<file path="src/rtl/wb_sdram_tester.sv">
`timescale 1ns/1ps
// Wishbone B4 pipelined memory tester: writes a pattern over a word range,
// reads it back in order and counts mismatches against a regenerated pattern.
module wb_sdram_tester #(
  parameter int DW      = 16,
  parameter int AW      = 24,
  parameter int MAX_OUT = 4,
  parameter int TIMEOUT = 1024
) (
  input  logic            clk,
  input  logic            rst_n,
  input  logic            start,
  input  logic [AW-1:0]   base_addr,
  input  logic [AW-1:0]   num_words,
  input  logic [1:0]      pattern_sel,
  input  logic [15:0]     seed,
  output logic            busy,
  output logic            done,
  output logic            pass,
  output logic            timeout,
  output logic [15:0]     err_count,
  output logic [AW-1:0]   first_err_addr,
  output logic            wb_cyc_o,
  output logic            wb_stb_o,
  output logic            wb_we_o,
  output logic [AW-1:0]   wb_adr_o,
  output logic [DW-1:0]   wb_dat_o,
  output logic [DW/8-1:0] wb_sel_o,
  input  logic [DW-1:0]   wb_dat_i,
  input  logic            wb_ack_i,
  input  logic            wb_stall_i
);

  localparam int             WDW       = $clog2(TIMEOUT) + 1;
  localparam logic [3:0]     MAX_OUT_C = 4'(MAX_OUT);
  localparam logic [WDW-1:0] WD_LAST   = WDW'(TIMEOUT - 1);
  localparam logic [DW-1:0]  WALK_INIT = DW'(1);

  typedef enum logic [2:0] {
    S_IDLE, S_WRITE, S_WDRAIN, S_GAP, S_READ, S_RDRAIN, S_DONE
  } state_t;

  state_t          state, state_nx;
  logic [AW-1:0]   base_r, nwords_r, issued;
  logic [1:0]      psel_r;
  logic [15:0]     seed_r, seed_eff;
  logic [3:0]      outst;
  logic [WDW-1:0]  wd;
  // Issue-side and check-side generators are independent so read checking
  // follows the ack order, not the request order.
  logic [AW-1:0]   iss_adr, chk_adr;
  logic [DW-1:0]   iss_walk, chk_walk;
  logic [15:0]     iss_lfsr, chk_lfsr;
  logic [15:0]     err_r;
  logic [AW-1:0]   first_r;
  logic            timeout_r, pass_r, done_r;
  logic            stb, accept, ack, in_run, in_read, wd_fire;

  function automatic logic [15:0] lfsr_next(input logic [15:0] s);
    return {s[0] ^ s[2] ^ s[3] ^ s[5], s[15:1]};
  endfunction

  function automatic logic [DW-1:0] pat(input logic [1:0] sel, input logic [AW-1:0] a,
                                        input logic [DW-1:0] w, input logic [15:0] l);
    case (sel)
      2'd0:    return DW'(a);
      2'd1:    return ~DW'(a);
      2'd2:    return DW'(l);
      default: return w;
    endcase
  endfunction

  assign seed_eff = (seed == 16'h0000) ? 16'hACE1 : seed;

  // Next-state decode and bus request qualification.
  always_comb begin
    state_nx = state;
    in_run   = (state == S_WRITE) || (state == S_WDRAIN) || (state == S_READ) || (state == S_RDRAIN);
    in_read  = (state == S_READ) || (state == S_RDRAIN);
    stb      = ((state == S_WRITE) || (state == S_READ)) && (issued < nwords_r) && (outst < MAX_OUT_C);
    accept   = stb && !wb_stall_i;
    ack      = wb_ack_i && (outst != 4'd0);
    wd_fire  = in_run && (outst != 4'd0) && !ack && (wd == WD_LAST);
    case (state)
      S_IDLE:   if (start) state_nx = (num_words == '0) ? S_DONE : S_WRITE;
      S_WRITE:  if (wd_fire) state_nx = S_DONE; else if (issued == nwords_r) state_nx = S_WDRAIN;
      S_WDRAIN: if (wd_fire) state_nx = S_DONE; else if (outst == 4'd0) state_nx = S_GAP;
      S_GAP:    state_nx = S_READ;
      S_READ:   if (wd_fire) state_nx = S_DONE; else if (issued == nwords_r) state_nx = S_RDRAIN;
      S_RDRAIN: if (wd_fire || outst == 4'd0) state_nx = S_DONE;
      S_DONE:   state_nx = S_IDLE;
      default:  state_nx = S_IDLE;
    endcase
  end

  // State register, generators, counters and result capture.
  always_ff @(posedge clk) begin
    if (!rst_n) begin
      state     <= S_IDLE;
      base_r    <= '0;
      nwords_r  <= '0;
      issued    <= '0;
      psel_r    <= '0;
      seed_r    <= '0;
      outst     <= '0;
      wd        <= '0;
      iss_adr   <= '0;
      chk_adr   <= '0;
      iss_walk  <= '0;
      chk_walk  <= '0;
      iss_lfsr  <= '0;
      chk_lfsr  <= '0;
      err_r     <= '0;
      first_r   <= '0;
      timeout_r <= 1'b0;
      pass_r    <= 1'b0;
      done_r    <= 1'b0;
    end else begin
      state  <= state_nx;
      done_r <= (state == S_DONE);
      if (state == S_IDLE && start) begin
        base_r    <= base_addr;
        nwords_r  <= num_words;
        psel_r    <= pattern_sel;
        seed_r    <= seed_eff;
        issued    <= '0;
        outst     <= '0;
        wd        <= '0;
        iss_adr   <= base_addr;
        iss_walk  <= WALK_INIT;
        iss_lfsr  <= seed_eff;
        err_r     <= '0;
        first_r   <= '0;
        timeout_r <= 1'b0;
        pass_r    <= 1'b0;
      end
      if (in_run) begin
        if (accept && !ack)      outst <= outst + 4'd1;
        else if (ack && !accept) outst <= outst - 4'd1;
        if (accept) begin
          issued   <= issued + AW'(1);
          iss_adr  <= iss_adr + AW'(1);
          iss_walk <= {iss_walk[DW-2:0], iss_walk[DW-1]};
          iss_lfsr <= lfsr_next(iss_lfsr);
        end
        if (ack || outst == 4'd0) wd <= '0;
        else                      wd <= wd + WDW'(1);
        if (wd_fire) timeout_r <= 1'b1;
        if (in_read && ack) begin
          if (wb_dat_i != pat(psel_r, chk_adr, chk_walk, chk_lfsr)) begin
            if (err_r == 16'h0000) first_r <= chk_adr;
            if (err_r != 16'hFFFF) err_r <= err_r + 16'd1;
          end
          chk_adr  <= chk_adr + AW'(1);
          chk_walk <= {chk_walk[DW-2:0], chk_walk[DW-1]};
          chk_lfsr <= lfsr_next(chk_lfsr);
        end
      end
      if (state == S_GAP) begin
        issued   <= '0;
        wd       <= '0;
        iss_adr  <= base_r;
        iss_walk <= WALK_INIT;
        iss_lfsr <= seed_r;
        chk_adr  <= base_r;
        chk_walk <= WALK_INIT;
        chk_lfsr <= seed_r;
      end
      if (state == S_DONE) pass_r <= (err_r == 16'h0000) && !timeout_r;
    end
  end

  assign busy           = (state != S_IDLE);
  assign done           = done_r;
  assign pass           = pass_r;
  assign timeout        = timeout_r;
  assign err_count      = err_r;
  assign first_err_addr = first_r;
  assign wb_cyc_o       = in_run;
  assign wb_stb_o       = stb;
  assign wb_we_o        = (state == S_WRITE) || (state == S_WDRAIN);
  assign wb_adr_o       = iss_adr;
  assign wb_dat_o       = pat(psel_r, iss_adr, iss_walk, iss_lfsr);
  assign wb_sel_o       = '1;

endmodule

</file>
<file path="config.mk">
export PLATFORM = sky130hd
export DESIGN_NAME = wb_sdram_tester
export DESIGN_NICKNAME = d
export VERILOG_FILES = /design/src/rtl/wb_sdram_tester.sv
export SDC_FILE = /design/constraint.sdc
export NUM_CORES = 1
export LEC_CHECK = 0
export CORE_UTILIZATION = 55
export DETAILED_ROUTE_END_ITERATION = 7
export PLACE_DENSITY_LB_ADDON = 0.08
export RECOVER_POWER = 100
export SLEW_MARGIN = 10
export SYNTH_ARGS = -nofsm -noshare
export SYNTH_HDL_FRONTEND = slang
export SYNTH_SLANG_ARGS = --single-unit
</file>
<file path="constraint.sdc">
create_clock -name clk -period 3.5 [get_ports clk]
set_clock_uncertainty 0.2 [all_clocks]
set_input_delay 0.7 -clock clk [delete_from_list [all_inputs] [get_ports clk]]
set_output_delay 0.7 -clock clk [all_outputs]
set_load 0.05 [all_outputs]
</file>
# --- Word level (Yosys, flattened, before mapping) ---
# Cells that the tools add are included.
word_totals:
  word_cells: 157
  out_inout_bits: 89
  reg_bits: 263
  input_bits: 87
classes:
  n_eq_ne: 17
  n_mux: 62
  order_cmp: 2
  addsub: 7
  n_reduce_logical: 39
  n_bitwise: 9
ops:
  columns: ["operator", "n"]
  rows:
  - ["24-bit two-way mux", 15]
  - ["16-bit two-way mux", 19]
  - ["16-bit case mux with 3 select lines", 2]
  - ["24-bit by 1-bit adder with 24-bit output (second input constant)", 3]
  - ["11-bit two-way mux", 3]
  - ["16-bit zero test", 2]
  - ["16-bit NOT", 2]
  - ["3-bit two-way mux", 9]
  - ["24-bit == test", 1]
  - ["24-bit zero test", 1]
  - ["24-bit less-than comparator", 1]
  - ["3-bit case mux with 6 select lines", 1]
  - ["16-bit by 1-bit adder with 16-bit output (second input constant)", 1]
  - ["4-bit two-way mux", 4]
  - ["16-bit inequality test", 1]
  - ["16-bit inequality test (second input constant)", 1]
  - ["1-bit logical AND", 12]
  - ["11-bit by 1-bit adder with 11-bit output (second input constant)", 1]
  - ["11-bit by 10-bit == test with 1-bit output (second input constant)", 1]
  - ["3-bit == test (second input constant)", 3]
  - ["1-bit two-way mux", 9]
  - ["2-bit nonzero test", 4]
  - ["1-bit logical OR", 7]
  - ["3-bit by 2-bit == test with 1-bit output (second input constant)", 2]
  - ["other kinds (21)", 31]

# --- Depth between registers and ports, before layout ---
logic_depth:
  depth_word: 10
  depth_mapped: 12
  mapped_depth_nobuf: 10

# --- Least setup slack after synthesis ---
# OpenSTA, ideal clock, no wires.
synth_path:
  path_type: "flip-flop to output port"
  start: "reg nwords_r[13]"
  end: "out wb_stb_o"
  path_slack_ns: 0.125
  arrival_ns: 2.475
  required_time_ns: 2.600
  path_buffers: 0
  stages_incl_launch_ff: 8
  path_cell_list: "dfxtp_1 inv_1 ha_1 a21o_1 a21o_1 a21oi_1 o2111ai_1 a211oi_1"
synth_via:
  elab_chain_len: 3
synth_rtl:
  columns: ["item", "line_no", "rtl"]
  rows:
  - ["from (decl)", "44", "logic [AW-1:0] base_r, nwords_r, issued;"]
  - ["from (signal assigned)", "123", "nwords_r <= num_words;"]
  - ["24-bit less-than comparator", "80", "stb = ((state == S_WRITE) || (state == S_READ)) && (issued < nwords_r) && (outst < MAX_OUT_C);"]
  - ["1-bit logical AND (2 in a row)", "80", null]
  - ["to (decl)", "24", "output logic wb_stb_o,"]
# No other way between the ends.

# --- Final worst setup path ---
layout_path:
  start: "reg nwords_r[3]"
  end: "out wb_stb_o"
# Same word-level chain as after synthesis.

==> metrics.csv <==
metric,value,unit
outcome,"finished, final reports clean",
synth-edff-count,0,
io_buffers,173,
via_per_inst,5.95,
synth_flop_cell,dfxtp_1,
path_cells,"inv_1, ha_1, a21oi_1, o21ai_0, a2111o_1, a211oi_4, buf_12",
first_global_vias,12189,
hp-class,flip-flop to flip-flop,
seq_area_frac_synth,38.0,%
cp.required,2.60,ns
syn_inst,1765,
drive_gt1_share,7.74,%
crit_fanout,3,
finalHoldViolations,0,
clockBufferDepth,3,
cellLeakagePower,6.53,nW
area_growth,22.3,%
totalWireLength,39.8,mm
fin_total_pwr,12.1,mW
grt_use_total,30.3,%
worstPathArrival,2.47,ns
rr_worst_depth,9,
busiest_layer,met2,
start_util,56.5,%
core_area,24500,um^2
worstMarginPinSlew,1.02,ns
cp-end-kind,output pin,
syn_avg_cell_area,7.85,um^2
antenna_found_initial,0,
wl_per_cell,17.8,um
clk_pin_slew,0.06,ns
grt_first_pass_wirelength,64.2,mm
use_met1,41.8,%
finalMaxSlewViolations,0,
fill_cells,2093,
die_h,161,um
finalSetupViolCount,0,
fin_tns_setup,0,ns
crit_path_top_delay_cell,a2111o_1,
slew_headroom,32.2,%
max_freq,297,MHz
syn_area,13900,um^2
n_antenna_cell,0,
nets,2010,
hp-start,wd[10],
antenna_left,0,
async_flop_share,0,%
drt-initial-drc-count,1223,
grt_max_degree,71,
grtUsageMet3,4.24,%
root_buffer,clkbuf_16,
cts_tree,built,
num_vias,13320,
globalplace.congestion,0.906,
htree_levels,1,
holdPathStages,2,
critical_path_class,flip-flop to output pin,
power_density,716,nW/um^2
clkLatencyLatePin,0.55,ns
fin_util,69.1,%
met2_usage,48.2,%
reg2reg_from,outst[0],
yosys_warnings,0,
grt_overflow,0,
drcViolationCount,0,
yosys.cell_types.count,62,
period_minus_slack,3.37,ns
hpwl,27.9,mm
start_kind,flip-flop,
fin_hold_ws,0.260,ns
cap_viol_max_count,0,
rows,57,
crit_cells,7,
final_common_cell,nand2_1,
ys_ff_latch,263,
cp_top_family,compound AO/OA/AOI/OAI gates,
hold_buffers,0,
fin_crit_sh,96.4,%
place_area,15900,um^2
cts_buffers,29,
drtPass1Iterations,6,
boundaryPins,176,
post_cts_buffers,0,
final_cell_area,16900,um^2
layout_common_cells,"288 x nand2_1, 260 x dfxtp_1, 123 x nor2_1",
die_width,161,um
cts.sinks,263,
ir_drop,0.768,mV
path_buf_inv,2,
cp_slowest_stage_delay,0.53,ns
startpoint,nwords_r[3],
die-area,25800,um^2
[state kept, by name, summed over array words and instances (netlist names), 2 cells and up]
| name | cells |
|---|---|
| base_r | 24 |
| chk_adr | 24 |
| chk_lfsr | 16 |
| chk_walk | 16 |
| err_count | 16 |
| first_err_addr | 24 |
| iss_lfsr | 16 |
| iss_walk | 16 |
| issued | 24 |
| nwords_r | 24 |
| outst | 4 |
| psel_r | 2 |
| seed_r | 16 |
| state | 3 |
| wb_adr_o | 24 |
| wd | 11 |
[metal layers]
layer | part of all wire [%] | wire length (um) | vias up
met5 | 0 | 0 | -
met4 | 3.4 | 1340 | 0
met3 | 7.2 | 2850 | 87
met2 | 46 | 18100 | 505
met1 | 44 | 17500 | 6215
li1 | - | - | 6513
[power breakdown]
group | internal [mW] | switching, mW
registers | 3.44 | 0.556
logic | 1.65 | 3.17
clock network | 2.07 | 1.26
[what timing repair did]
| item | CTS | global route |
|---|---|---|
| pin swaps | 0 | 1 |
| gates resized for setup | 2 | 5 |
| endpoints found under the setup margin | 1 | 1 |
| endpoints found under the hold margin | 0 | 0 |
[metrics by stage]
stage          worst slack [ns]  std cells
2_1_floorplan             0.125       1766
3_3_place_gp              0.180       2184
3_5_place_dp              0.173       2184
4_1_cts                  0.0457       2237
5_1_grt                -0.00200       2237
6_report                  0.128       2237
[worst paths after layout]
kind	to	slack (ns)
worst min register to register	wd[10]	0.26
worst min-delay path	wd[10]	0.26
worst max register to register	chk_lfsr[3]	0.26
worst max-delay path	wb_stb_o	0.13
[Yosys cell counts, drive strengths merged (8+ instances only)]
cell type / instances / area [um^2]
nor2: 124 / 465
a31oi: 36 / 225
nor4: 16 / 100
o221a: 10 / 113
and2: 15 / 93.8
clkbuf: 89 / 334
and3: 55 / 344
nor2b: 21 / 131
buf: 37 / 171
dfxtp: 263 / 5270
or3: 8 / 50.1
o211ai: 16 / 120
inv: 71 / 267
a21oi: 118 / 591
ha: 32 / 400
o21a: 32 / 240
nand2: 290 / 1090
mux2i: 48 / 480
o31ai: 9 / 67.6
xor2: 33 / 289
o221ai: 11 / 96.3
o21ai: 83 / 415
nor3: 26 / 130
a311oi: 11 / 96.3
nand4: 26 / 163
a21boi: 75 / 563
a21o: 10 / 75.1
xnor2: 25 / 219
nand3: 61 / 305
a22oi: 17 / 128
[logic make-up (layout without fill, tap and decap cells)]
logic type	count (synthesis)	after routing	share of synthesized area, %
and+or+nand+nor	676	676	22.5
AOI/OAI and AO/OA	483	483	23.3
DFF	263	263	38.0
buffers and inverters	197	344	5.57
xor gates and xnor gates	58	58	3.67
muxes	55	55	4.04
adders and majority gates	32	32	2.89
other	1	2	0.0271
[tightest hold or removal path, delay by kind of cell, from the launching register on]
kind | cells | cell delay [ns]
AOI/OAI and AO/OA | 1 | 0.05
and+or+nand+nor | 1 | 0.05
DFF | 1 | 0.31
[final cells by class]
cell class,count,area (um^2),area share [%]
Sequential cell,263,5270,31.1
Clock inverter,11,183,1.08
Multi-Input combinational cell,1306,7880,46.5
Timing Repair Buffer,220,2070,12.2
Inverter,71,267,1.57
Tap cell,324,405,2.39
Clock buffer,42,865,5.10
No activity file was read; power rests on OpenSTA's default activity.
